### config.mk
export PLATFORM = sky130hd
export DESIGN_NAME = hs32_ex_operand
export DESIGN_NICKNAME = d
export VERILOG_FILES = /design/src/rtl/hs32_ex_operand.sv
export SDC_FILE = /design/constraint.sdc
export NUM_CORES = 1
export LEC_CHECK = 0
export BUFFER_PORTS_ARGS = -buffer_cell sky130_fd_sc_hd__buf_4
export CAP_MARGIN = 40
export CORE_MARGIN = 2
export CORE_UTILIZATION = 36
export CTS_CLUSTER_DIAMETER = 120
export DETAILED_ROUTE_END_ITERATION = 6
export PLACE_DENSITY = 0.61
export SLEW_MARGIN = 20
export SYNTH_ARGS = -nofsm -noshare
export SYNTH_HDL_FRONTEND = slang
export SYNTH_SLANG_ARGS = --single-unit
### constraint.sdc
create_clock -name clk -period 3.5 [get_ports clk]
set_clock_uncertainty 0.2 [all_clocks]
set_input_delay 0.525 -clock clk [delete_from_list [all_inputs] [get_ports clk]]
set_output_delay 0.525 -clock clk [all_outputs]
set_load 0.02 [all_outputs]
### src/rtl/hs32_ex_operand.sv
// Execute-stage operand/issue register for hs32: shifts operand B, evaluates the
// condition code against ALU flags, and issues or annuls the op toward the ALU.
package hs32_pkg;
    typedef struct packed {
        logic [3:0] op;
        logic       fwe;
        logic [2:0] rd;
    } hs32_aluctl;
endpackage

module hs32_ex_operand
    import hs32_pkg::*;
#(
    parameter int CNTW = 16
) (
    input  logic             clk,
    input  logic             reset,
    input  logic             valid_i,
    output logic             ready_o,
    input  logic [31:0]      a_i,
    input  logic [31:0]      b_i,
    input  logic [4:0]       shamt_i,
    input  logic [1:0]       shtype_i,
    input  logic [3:0]       cond_i,
    input  hs32_aluctl       ctl_i,
    input  logic [3:0]       flags_i,
    input  logic             flush_i,
    output logic             valid_o,
    input  logic             ready_i,
    output logic [31:0]      a_o,
    output logic [31:0]      b_o,
    output hs32_aluctl       ctl_o,
    output logic [CNTW-1:0]  annul_cnt_o
);

    logic            valid_q, valid_d;
    logic [31:0]     a_q, a_d;
    logic [31:0]     b_q, b_d;
    hs32_aluctl      ctl_q, ctl_d;
    logic [CNTW-1:0] cnt_q, cnt_d;

    logic [31:0] bShifted;
    logic [63:0] rotWide;
    logic        condPass;
    logic        hazard;
    logic        accept;
    logic        flagN, flagZ, flagC, flagV;

    assign {flagN, flagZ, flagC, flagV} = flags_i;

    // Rotation is taken from the low half of B concatenated with itself.
    always_comb begin
        rotWide  = {b_i, b_i} >> shamt_i;
        bShifted = b_i;
        unique case (shtype_i)
            2'b00: bShifted = b_i << shamt_i;
            2'b01: bShifted = b_i >> shamt_i;
            2'b10: bShifted = $unsigned($signed(b_i) >>> shamt_i);
            2'b11: bShifted = rotWide[31:0];
            default: bShifted = b_i;
        endcase
    end

    always_comb begin
        condPass = 1'b0;
        unique case (cond_i)
            4'd0:  condPass = 1'b1;
            4'd1:  condPass = flagZ;
            4'd2:  condPass = !flagZ;
            4'd3:  condPass = flagC;
            4'd4:  condPass = !flagC;
            4'd5:  condPass = flagN;
            4'd6:  condPass = !flagN;
            4'd7:  condPass = flagV;
            4'd8:  condPass = !flagV;
            4'd9:  condPass = flagC & !flagZ;
            4'd10: condPass = !flagC | flagZ;
            4'd11: condPass = (flagN == flagV);
            4'd12: condPass = (flagN != flagV);
            4'd13: condPass = !flagZ & (flagN == flagV);
            4'd14: condPass = flagZ | (flagN != flagV);
            4'd15: condPass = 1'b0;
            default: condPass = 1'b0;
        endcase
    end

    // A held flag-writer makes flags_i stale for any conditional op behind it.
    assign hazard  = valid_q & ctl_q.fwe & (cond_i != 4'd0) & (cond_i != 4'd15);
    assign ready_o = !hazard & (!valid_q | ready_i);
    assign accept  = valid_i & ready_o;

    always_comb begin
        valid_d = valid_q;
        a_d     = a_q;
        b_d     = b_q;
        ctl_d   = ctl_q;
        cnt_d   = cnt_q;
        if (flush_i) begin
            valid_d = 1'b0;
        end else if (accept && condPass) begin
            valid_d = 1'b1;
            a_d     = a_i;
            b_d     = bShifted;
            ctl_d   = ctl_i;
        end else if (ready_i) begin
            valid_d = 1'b0;
        end
        if (accept && !condPass && !flush_i && (cnt_q != {CNTW{1'b1}})) begin
            cnt_d = cnt_q + 1'b1;
        end
    end

    always_ff @(posedge clk or negedge reset) begin
        if (!reset) begin
            valid_q <= 1'b0;
            a_q     <= '0;
            b_q     <= '0;
            ctl_q   <= '0;
            cnt_q   <= '0;
        end else begin
            valid_q <= valid_d;
            a_q     <= a_d;
            b_q     <= b_d;
            ctl_q   <= ctl_d;
            cnt_q   <= cnt_d;
        end
    end

    assign valid_o     = valid_q;
    assign a_o         = a_q;
    assign b_o         = b_q;
    assign ctl_o       = ctl_q;
    assign annul_cnt_o = cnt_q;

endmodule

## Word-level counts from Yosys, hierarchy flattened

Index checks and enable logic that the tools add are counted.

| cells by class | value |
|---|---|
| equality and inequality tests | 22 |
| multiplexer cells | 5 |
| reductions and logical operators | 17 |
| add/subtract/negate cells | 1 |
| bitwise gates (word level) | 11 |
| shifts and indexed selects | 4 |

Operator list:

| operator | number |
|---|---|
| 32-bit case mux with 4 select lines | 1 |
| 64-bit by 5-bit >> shifter with 32-bit output | 1 |
| 4-bit == test, second input constant | 8 |
| 32-bit by 5-bit left shift with 32-bit output | 1 |
| 32-bit by 5-bit >> shifter with 32-bit output | 1 |
| 32-bit by 5-bit >>> shifter with 32-bit output | 1 |
| 16-bit by 1-bit adder with 16-bit output, second input constant | 1 |
| 4-bit by 3-bit == test with 1-bit output, second input constant | 4 |
| 16-bit inequality test, second input constant | 1 |
| 1-bit case mux with 16 select lines | 1 |
| 4-bit by 2-bit == test with 1-bit output, second input constant | 2 |
| 1-bit logical NOT | 8 |
| 1-bit AND | 7 |
| 2-bit == test, second input constant | 2 |
| 4-bit by 1-bit == test with 1-bit output, second input constant | 1 |
| 1-bit logical AND | 4 |
| 4-bit logical NOT | 1 |
| 4-bit inequality test, second input constant | 1 |
| 4-bit nonzero test | 1 |
| 1-bit two-way mux | 3 |
| 1-bit OR | 3 |
| 3-bit nonzero test | 1 |
| 2-bit by 1-bit == test with 1-bit output, second input constant | 1 |
| 2-bit logical NOT | 1 |
| 4 further kinds | 4 |

| storage, ports and cells | value |
|---|---|
| word-level logic and storage cells | 67 |
| output and inout port bits | 90 |
| flip-flop bits (word level) | 89 |

## Longest topological paths before layout

Gate-level depths: netlist (run 1).

| logic depth | value |
|---|---|
| depth after elaboration | 9 |
| mapped depth | 12 |
| gate-level depth less buffers | 7 |

## Worst setup path after synthesis (run 1)

No wires, ideal clock.

| path | value |
|---|---|
| path type | input -> register |
| start point | input cond_i[0] |
| end point | register cnt_q[1], in the netlist annul_cnt_o[1] |
| data arrival time | 2374 ps |
| setup slack | 799 ps |
| required time | 3172 ps |
| stages | 7 |
| cell sequence | or4_1 and3_1 o21ai_2 nand2_1 a221oi_4 and2_1 mux2_1 |

| between the ends | value |
|---|---|
| word-level cells in the longest chain between the ends | 9 |
| elaborated cells between the ends (all ways) | 28 |
| classes of those cells | eq/ne (16); mux (1); bitwise (4); reduce/logical (7) |

Ends and longest elaborated chain:

| what | line | source |
|---|---|---|
| from (decl) | 24 | `input logic [3:0] cond_i,` |
| 4-bit nonzero test | 88 | `assign hazard = valid_q & ctl_q.fwe & (cond_i != 4'd0) & (cond_i != 4'd15);` |
| 1-bit AND | 88 |  |
| 1-bit AND * | 88 |  |
| 1-bit logical NOT * | 89 | `assign ready_o = !hazard & (!valid_q \| ready_i);` |
| 1-bit AND * | 89 |  |
| named net ready_o | 19 | `output logic ready_o,` |
| 1-bit AND * | 90 | `assign accept = valid_i & ready_o;` |
| 1-bit logical AND * (3 in a row) | 108 | `if (accept && !condPass && !flush_i && (cnt_q != {CNTW{1'b1}})) begin` |
| to (signal assigned) | 125 | `cnt_q <= cnt_d;` |
| to (decl) | 40 | `logic [CNTW-1:0] cnt_q, cnt_d;` |

The timed path passes the listed nets; every way through them passes the cells marked *.
A chain may end at the register's enable or synchronous reset.

## Worst setup path after layout (run 1)

| path | value |
|---|---|
| start point | input shamt_i[0] |
| end point | register b_q[25], in the netlist b_o[25] |

| between the ends | value |
|---|---|
| word-level cells in the longest chain between the ends | 2 |
| elaborated cells between the ends (all ways) | 5 |
| classes of those cells | shift (4); mux (1) |

Ends and longest elaborated chain:

| what | line | source |
|---|---|---|
| from (decl) | 22 | `input logic [4:0] shamt_i,` |
| 64-bit by 5-bit >> shifter with 32-bit output (tied with other cells) | 53 | `rotWide = {b_i, b_i} >> shamt_i;` |
| 32-bit case mux with 4 select lines * | 55 | `unique case (shtype_i)` |
| to (signal assigned) | 117 | `b_q <= '0;` |
| to (signal assigned) | 123 | `b_q <= b_d;` |
| to (decl) | 38 | `logic [31:0] b_q, b_d;` |

Every way passes the cells marked *; elsewhere a longest branch is shown, timed or not.

==> metrics, run 1 <==
Cell Int Power=2630 uW; YS warnings=0; Critical Path Sink Type=flip-flop; pre-CTS setup slack=roughly 0.20 ns; Hold Path Origin=ctl_i[7]; ys async rst share=100%; routed via count=10073; CP startpoint kind=primary input; critical path class=primary input to flip-flop; sequential fraction of the synthesis area=around 25%; power share of the combinational group=47.7%; Pre-antenna DRT Iters=5; clock root buffer=clkbuf_16; Critical Path Source=shamt_i[0]; first-pass GRT wire length=61000 um; Via density=roughly 6.3; switch share=between 40% and 50%; Sink Count=89; Final TNS setup=0 ns; # resized after CTS=0; Final Hold Viols=0; CTS tree=built; Initial Util=36.7%; final WL=40700 um; Worst-Margin Slew=between 0.7 and 0.8 ns; maximum VDD drop=257 uV; Unique masters post-synth=between 70 and 80; routed wire length per instance=25.3 um; Placed Cells=1591; Worst EP required=between 3 and 4 ns; worst skew pair latency=0.35 ns; largest net degree at the start of global routing=55; slowest stage delay, CP=0.61 ns; most frequent cells in the layout=nand2_1, buf_4, mux2i_1; post-route insts no fill=around 1600; CTS clk-pin slew, worst paths=0.07 ns; PwrDens=417 mW/mm^2; worst path bufs/invs=3; cells after synthesis=roughly 1100; antenna-violating nets left=0; R2R cell count=7; H-tree levels=3; gr ovfl total=0; Leak=0.00498 uW; min-delay worst type=primary input to flip-flop; RSZ-0062 raised after global routing=false; top_reg_cell synth=dfrtp_1; EDFF count, synth=0; initial antenna violation count=1; Critical Path Fanout Max=32; Placeable Area=0.0242 mm^2; Worst Hold End=ctl_o[7]; Clock Path Buffers=2; final net count=1372; Hold Path Cell Cnt=3; Die Wd=161 um; Max-Cap Viols=0; Top Ports=182; R2R Setup Slk=1.05 ns; GRT Overall Usage=30.8%; die area=between 0.02 and 0.03 mm^2; clock group share of total power=around a fifth; CP cell instances=buf_4, clkinv_1, buf_4, and2_1, a211oi_1, a21oi_1, a2111oi_0, a21oi_1; layout cells sized above 1=between 20% and 30%; Worst R2R Start=annul_cnt_o[2]; Mapped Area=0.00889 mm^2; CP delay by family, top=buffers and inverters; relative slew slack=50.4%; post-layout util=between 40% and 50%; NetSw=~2000 uW; Final Cycle Share=between 80% and 90%; Slew Limit Fails=0; Reg power frac=31.5%; CTS buffer count=9; Post-Syn Area per Cell=7.91 um^2; Net Count, Synth=1217; standard-cell row count=57; Max Freq=332 MHz; Detail Placement HPWL=31100 um; Final WS setup=~0.5 ns; crit path time final=3.01 ns; Worst EP arrival=3.02 ns; RD Place Congestion=1.05; number of synthesized register bits=between 80 and 90; DRC=0; status=finished, final reports clean; Die Span Y=161 um; IO buf count=roughly 180; Critical R2R Capture=annul_cnt_o[1]; vias in the first global route=9488; filler cell count=2472; Setup violations, final=0; initial DRC count=roughly 1300; setup repair bufs after CTS=0; slowest CP cell=a2111oi_0; ANT cells=0; area delta synth->final=23.7%; commonest non-fill, non-tap cell in the layout=nand2_1
## per-stage QoR
| step | hold WS, ns | total power [uW] | cell area, um^2 |
|---|---|---|---|
| 2_1_floorplan | 0.0294 | 2620 | 8890 |
| 3_3_place_gp | 0.260 | 3610 | 10700 |
| 3_5_place_dp | 0.263 | 3620 | 10700 |
| 4_1_cts | 0.148 | 4580 | 11000 |
| 5_1_grt | 0.158 | 4810 | 11000 |
| 6_report | 0.161 | 4580 | 11000 |
## sequential cells by signal (all words and copies together) (netlist names)
name         count
annul_cnt_o     16
valid_o          1
ctl_o            8
b_o             32
a_o             32
## power by group through the flow
stage               registers [uW]  logic [uW]  clock network [uW]
floorplan                     1750         871                   0
global placement              1450        2150                   0
detailed placement            1470        2150                   0
CTS                           1440        2160                 972
global route                  1480        2310                1020
finish                        1440        2190                 953
## Yosys cell counts (all sizes together) (3+ instances only)
| cell | count | share of area [%] |
|---|---|---|
| nand2 | 241 | 10 |
| mux2i | 98 | 11 |
| dfrtp | 89 | 25 |
| nor2 | 73 | 3.1 |
| o21ai | 60 | 3.5 |
| buf | 55 | 3.7 |
| clkbuf | 48 | 2.0 |
| mux2 | 48 | 6.3 |
| a21oi | 36 | 2.0 |
| nand3 | 33 | 1.9 |
| o22ai | 29 | 2.0 |
| a211oi | 22 | 1.9 |
| nor3 | 21 | 1.2 |
| a22oi | 18 | 1.5 |
| mux4 | 18 | 4.6 |
| and2 | 17 | 1.2 |
| o211ai | 16 | 1.4 |
| and3 | 15 | 1.1 |
| a31oi | 14 | 0.99 |
| nand4 | 13 | 0.92 |
| nor2b | 13 | 0.92 |
| o221ai | 12 | 1.2 |
| nand2b | 11 | 0.77 |
| xnor2 | 11 | 1.1 |
| a221oi | 8 | 0.99 |
| a2111oi | 7 | 0.72 |
| a211o | 7 | 0.69 |
| o31ai | 7 | 0.59 |
| a32oi | 6 | 0.59 |
| a311oi | 5 | 0.56 |
| inv | 5 | 0.21 |
| nor4 | 5 | 0.35 |
| or2 | 5 | 0.35 |
| a22o | 4 | 0.39 |
| and4 | 4 | 0.39 |
| o2111ai | 4 | 0.39 |
| o21a | 4 | 0.34 |
| o32a | 4 | 0.45 |
| clkinv | 3 | 0.13 |
| o22a | 3 | 0.30 |
| or3 | 3 | 0.21 |
| xor2 | 3 | 0.30 |
## cell families after synthesis
| kind of cell | share of synthesized area [%] |
|---|---|
| buf+inv | 6.11 |
| flops | 25.1 |
| compound gates | 22.4 |
| xor+xnor | 1.38 |
| fa+ha+maj | 0.141 |
| mux | 21.8 |
| simple gates | 23.0 |
## what timing repair did
action                     4_1_cts  5_1_grt
hold endpoints to repair        28        0
setup endpoints to repair        0        0
hold buffers                     1        0
## worst max-delay path by stage
stage,cells past startpoint,end,slack (ns)
floorplan,7,annul_cnt_o[1],0.80
global placement,9,b_o[10],0.17
detailed placement,8,b_o[25],0.20
CTS,8,b_o[25],0.57
global route,8,b_o[25],0.33
finish,8,b_o[25],0.49
## area by class of cell
type                            count  area (um^2)  share of cell area (%)
Clock buffer                        9          225                    2.05
Clock inverter                      7         63.8                   0.580
Inverter                            8         30.0                   0.273
Multi-Input combinational cell    924         6120                    55.7
Sequential cell                    89         2230                    20.3
Tap cell                          324          405                    3.69
Timing Repair Buffer              247         1920                    17.5
## worst min-delay path, stage by stage
cell and delay, ns:
buf_4 0.08, nand2_1 0.04, nand2_1 0.04
## metal layers
layer / wire (um) / up-vias / track usage (%)
met2: 17700 / 613 / 46.5
met3: 3970 / 138 / 6.75
met1: 16700 / 4845 / 41.4
met5: 15 / - / 0
li1: - / 4475 / -
met4: 2380 / 2 / 16.3
No activity file was read; power rests on OpenSTA's default activity.
==> run 2, diff against run 1 <==
PLACE_DENSITY = 0.63   (was 0.61)
clock period = 2.5 ns   (was 3.5 ns; I/O delays follow)
==> run 2 against run 1 <==
  * The run now ends with setup timing left
  * Sequential share of layout area is 3.2 points lower
  * Design area is 19% higher
  * Sequential power is 40% higher
  * Hold slack worse by 0.15 ns
  * Via count is 8.7% higher
  * Utilization is 8.5 points higher
  * Total power is 51% higher
  * Setup slack worse by 0.50 ns
  * First-iteration DRC count is 2.6% higher
  * Register-to-register slack worse by 0.76 ns
  * Largest cell class unchanged
  * Highest routed layer is now met4
==> metrics, run 2 (synthesis results as in run 1) <==
R2R cell count=7; CP startpoint kind=primary input; final net count=1618; Setup violations, final=1; antenna-violating nets left=0; RD Place Congestion=1.06; Final WS setup=-0.0166 ns; Die Span Y=161 um; Worst EP required=2.53 ns; routed wire length per instance=22.3 um; Leak=0.00623 uW; Critical R2R Capture=annul_cnt_o[1]; Placeable Area=0.0242 mm^2; Hold Path Origin=a_i[28]; Worst R2R Start=annul_cnt_o[3]; gr ovfl total=0; Pre-antenna DRT Iters=6; post-route insts no fill=1854; final WL=41300 um; layout cells sized above 1=38.7%; H-tree levels=3; min-delay worst type=primary input to flip-flop; vias in the first global route=10584; Slew Limit Fails=0; Critical Path Fanout Max=9; routed via count=10945; crit path time final=2.52 ns; first-pass GRT wire length=63100 um; critical path class=primary input to flip-flop; CTS tree=built; CTS buffer count=9; GRT Overall Usage=31.6%; failing checks=setup timing; Via density=5.90; Sink Count=89; Placed Cells=1833; DRC=0; ANT cells=0; Worst-Margin Slew=0.670 ns; Max-Cap Viols=0; Tot Pwr=6910 uW; die area=0.0260 mm^2; CTS clk-pin slew, worst paths=0.07 ns; relative slew slack=55.0%; IO buf count=181; maximum VDD drop=348 uV; status=finished with violations; Clock Path Buffers=2; standard-cell row count=57; commonest non-fill, non-tap cell in the layout=buf_4; initial antenna violation count=0; Final Hold Viols=0; Final Cycle Share=101%; worst skew pair latency=0.35 ns; Initial Util=36.7%; Worst Hold End=a_o[28]; area delta synth->final=46.9%; largest net degree at the start of global routing=49; Top Ports=182; most frequent cells in the layout=buf_4, nand2_1, mux2i_1; Max Freq=approximately 400 MHz; Worst EP arrival=2.54 ns; Die Wd=161 um; filler cell count=2320; clock root buffer=clkbuf_16; PwrDens=529 mW/mm^2; Hold Path Cell Cnt=3; initial DRC count=1349; Detail Placement HPWL=about 34000 um; R2R Setup Slk=between 0.2 and 0.3 ns; Critical Path Sink Type=flip-flop
[run 2: cell types whose count changed in the layout (fill, tap and decap cells not counted), sizes merged]
cell / change
buf: +243
bufinv: +1
clkbuf: +1
clkinv: -1
clkinvlp: -1
dlygate4sd3: +3
[run 2: final cells by class]
class / instances / area [um^2] / share of cell area, %
sequential: 89 / 2230 / 17.1
multi-input combinational: 924 / 6190 / 47.4
inverter: 8 / 30.0 / 0.230
clock buffer: 10 / 239 / 1.83
timing repair buffer: 493 / 3890 / 29.8
clock inverter: 6 / 72.6 / 0.556
tap: 324 / 405 / 3.11
[run 2: per-layer routing]
metal  GRT usage [%]  vias to the layer above  wire [um]  part of all wire (%)
met5               0                        -          0                     0
met4            14.4                        0       2040                   4.9
met3            6.39                      124       3960                   9.6
met2            50.6                      642      18600                    45
met1            41.2                     5220      16700                    40
li1                -                     4959          -                     -
[run 2: how the worst max path moves through the flow]
stage,startpoint,end,slack (ns),cells after the start
after floorplan,cond_i[0],annul_cnt_o[1],0.01,7
after global placement,shamt_i[0],b_o[25],-0.46,11
after detailed placement,shamt_i[0],b_o[25],-0.45,11
after CTS,shamt_i[0],b_o[25],-0.01,11
after global routing,cond_i[1],b_o[4],-0.10,11
final,shamt_i[0],b_o[25],-0.02,11
[run 2: what timing repair did]
action                                  in CTS  in global routing
pin swaps                                    1                  3
endpoints found under the setup margin       2                 22
buffers inserted                             0                  1
hold buffers                                 4                  0
gates resized for setup                      4                 15
endpoints found under the hold margin       48                  0
[run 2: per-stage QoR]
stage               hold slack, ns  util, %  setup slack (ns)  instance area, um^2  TNS (ns)
floorplan                   -0.121        -           0.00974                 8890         0
global placement             0.222     52.0            -0.455                12600     -9.23
detailed placement           0.221     52.0            -0.446                12600     -9.19
CTS                        0.00156     53.6           -0.0132                13000   -0.0132
global route                0.0139     53.8            -0.105                13100    -0.602
finish                      0.0141     53.8           -0.0166                13100   -0.0166
[run 2: worst max-delay path, cell delays in order]
cell and delay, ns:
buf_4 0.16, buf_6 0.18, mux2i_4 0.28, and2_4 0.19, buf_4 0.11, a21oi_1 0.06
a311oi_2 0.45, a21boi_1 0.13, a2111oi_1 0.37, buf_4 0.19, a21oi_1 0.06
[run 2: power by group]
group | internal (uW) | total [uW] | leakage, uW | switching [uW]
Sequential | 1790 | 2010 | 0.00111 | 223
Combinational | 1540 | 3490 | 0.00496 | 1950
Clock | 816 | 1400 | 0.000155 | 587
==> run 3, diff against run 2 <==
CORE_MARGIN = 4   (was 2)
==> run 3 against run 2 <==
  * Via count grew 1.2%
  * The run still ends with setup timing left
  * Largest cell class unchanged
  * Sequential share of layout area grew 0.10 points
  * Final cell count fell by 0.32%
  * Flip-flop and latch count unchanged
  * Combinational power barely moved
  * Count of clock-buffer cells in the layout fell by 1
  * Total power is 0.31% higher
  * Sequential power hardly changed
  * Utilization down 0.48 points
==> metrics, run 3 (synthesis results as in run 1) <==
Worst-Margin Slew=around 0.71 ns; H-tree levels=3; Critical R2R Capture=annul_cnt_o[2]; CTS tree=built; initial antenna violation count=0; most frequent cells in the layout=buf_4, nand2_1, mux2i_1; Die Span Y=165 um; Final Cycle Share=102%; CP startpoint kind=primary input; Worst R2R Start=annul_cnt_o[2]; Die Wd=165 um; layout cells sized above 1=38.5%; vias in the first global route=10280; commonest non-fill, non-tap cell in the layout=buf_4; Max-Cap Viols=0; GRT Overall Usage=30.1%; Slew Limit Fails=0; R2R cell count=8; pre-CTS setup slack=-0.378 ns; final WL=42500 um; DRC=0; Pre-antenna DRT Iters=6; R2R Setup Slk=0.24 ns; routed via count=11071; min-delay worst type=primary input to flip-flop; Sink Count=slightly below 90; Placeable Area=roughly 0.024 mm^2; RD Place Congestion=1.08; Setup violations, final=1; maximum VDD drop=between 300 and 400 uV; Critical Path Fanout Max=9; area delta synth->final=46.0%; IO buf count=181; final net count=1612; Worst EP required=2.52 ns; Final WS setup=-0.0436 ns; routed wire length per instance=23.0 um; Detail Placement HPWL=approximately 34000 um; gr ovfl total=0; Critical Path Sink Type=flip-flop; worst setup path end=b_o[24]; first-pass GRT wire length=~63000 um; worst skew pair latency=~0.34 ns; standard-cell row count=57; Max Freq=393 MHz; Final Hold Viols=0; crit path time final=~2.5 ns; initial DRC count=1325; Placed Cells=1830; largest net degree at the start of global routing=46; Critical Path Source=shamt_i[1]; Top Ports=about 180; Clock Path Buffers=2; clock root buffer=clkbuf_16; failing checks=setup timing; ANT cells=0; CTS clk-pin slew, worst paths=0.07 ns; CTS buffer count=9; Final TNS setup=-0.0436 ns; Tot Pwr=6930 uW; post-route insts no fill=around 1800; status=finished with violations; Leak=0.00619 uW; Via density=5.99; PwrDens=534 mW/mm^2; worst hold margin=0.0203 ns; relative slew slack=approximately 52%; Initial Util=36.5%; die area=0.0273 mm^2; Worst EP arrival=2.56 ns; antenna-violating nets left=0; critical path class=primary input to flip-flop
run 3: cell count changes in the layout (fill, tap and decap cells not counted), moves of 2 or more:
cell	delta
mux2i_1	+2
clkinvlp_4	+2
buf_6	-3
dlygate4sd3_1	-3
run 3: worst max-delay path, stage by stage:
cell and delay (ns):
buf_6 0.14, buf_4 0.20, mux2_4 0.33, buf_4 0.14, mux2i_1 0.26, o221ai_1 0.31, nand2_1 0.15, nand4_1 0.08
a211oi_1 0.32, buf_4 0.17, o21ai_0 0.06
run 3: per-stage QoR:
stage / instance area (um^2) / util (%)
6_report: 13000 / 53.4
5_1_grt: 13000 / 53.4
4_1_cts: 12900 / 53.2
3_5_place_dp: 12600 / 51.8
3_3_place_gp: 12600 / 51.8
2_1_floorplan: 8890 / -
run 3: area by class of cell:
class                      instances  area (um^2)
timing repair buffer             487         3840
tap                              324          405
multi-input combinational        924         6170
inverter                           8         30.0
fill                            2302        11300
sequential                        89         2230
clock inverter                     7         85.1
clock buffer                       9          225
run 3: power by group:
| part | switching, uW | internal [uW] |
|---|---|---|
| Clock | 620 | 796 |
| Sequential | 231 | 1790 |
| Combinational | 1960 | 1540 |
run 3: how the worst min path moves through the flow:
stage,start,end,slack [ns],cells after the start
after floorplan,reset,a_o[0],-0.12,0
after global placement,reset,annul_cnt_o[8],0.23,1
after detailed placement,reset,annul_cnt_o[7],0.22,1
after CTS,a_i[4],a_o[4],0.009,3
after global routing,ctl_i[7],ctl_o[7],0.01,3
final,ctl_i[3],ctl_o[3],0.02,3
run 3: routing by layer:
metal  routed length (um)  share of wire, %  track usage (%)  up-vias
li1                     -                 -                -     4962
met4                 1730               4.1             11.0        0
met1                17000                40             41.6     5266
met3                 4820                11             5.78       93
met5                    0                 0                0        -
met2                19000                45             46.7      750
run 3: timing repair:
action,CTS,global route
pin swaps,0,3
setup endpoints to repair,1,12
gates resized for setup,1,12
hold buffers,1,0
hold endpoints to repair,43,0
buffers inserted,0,1
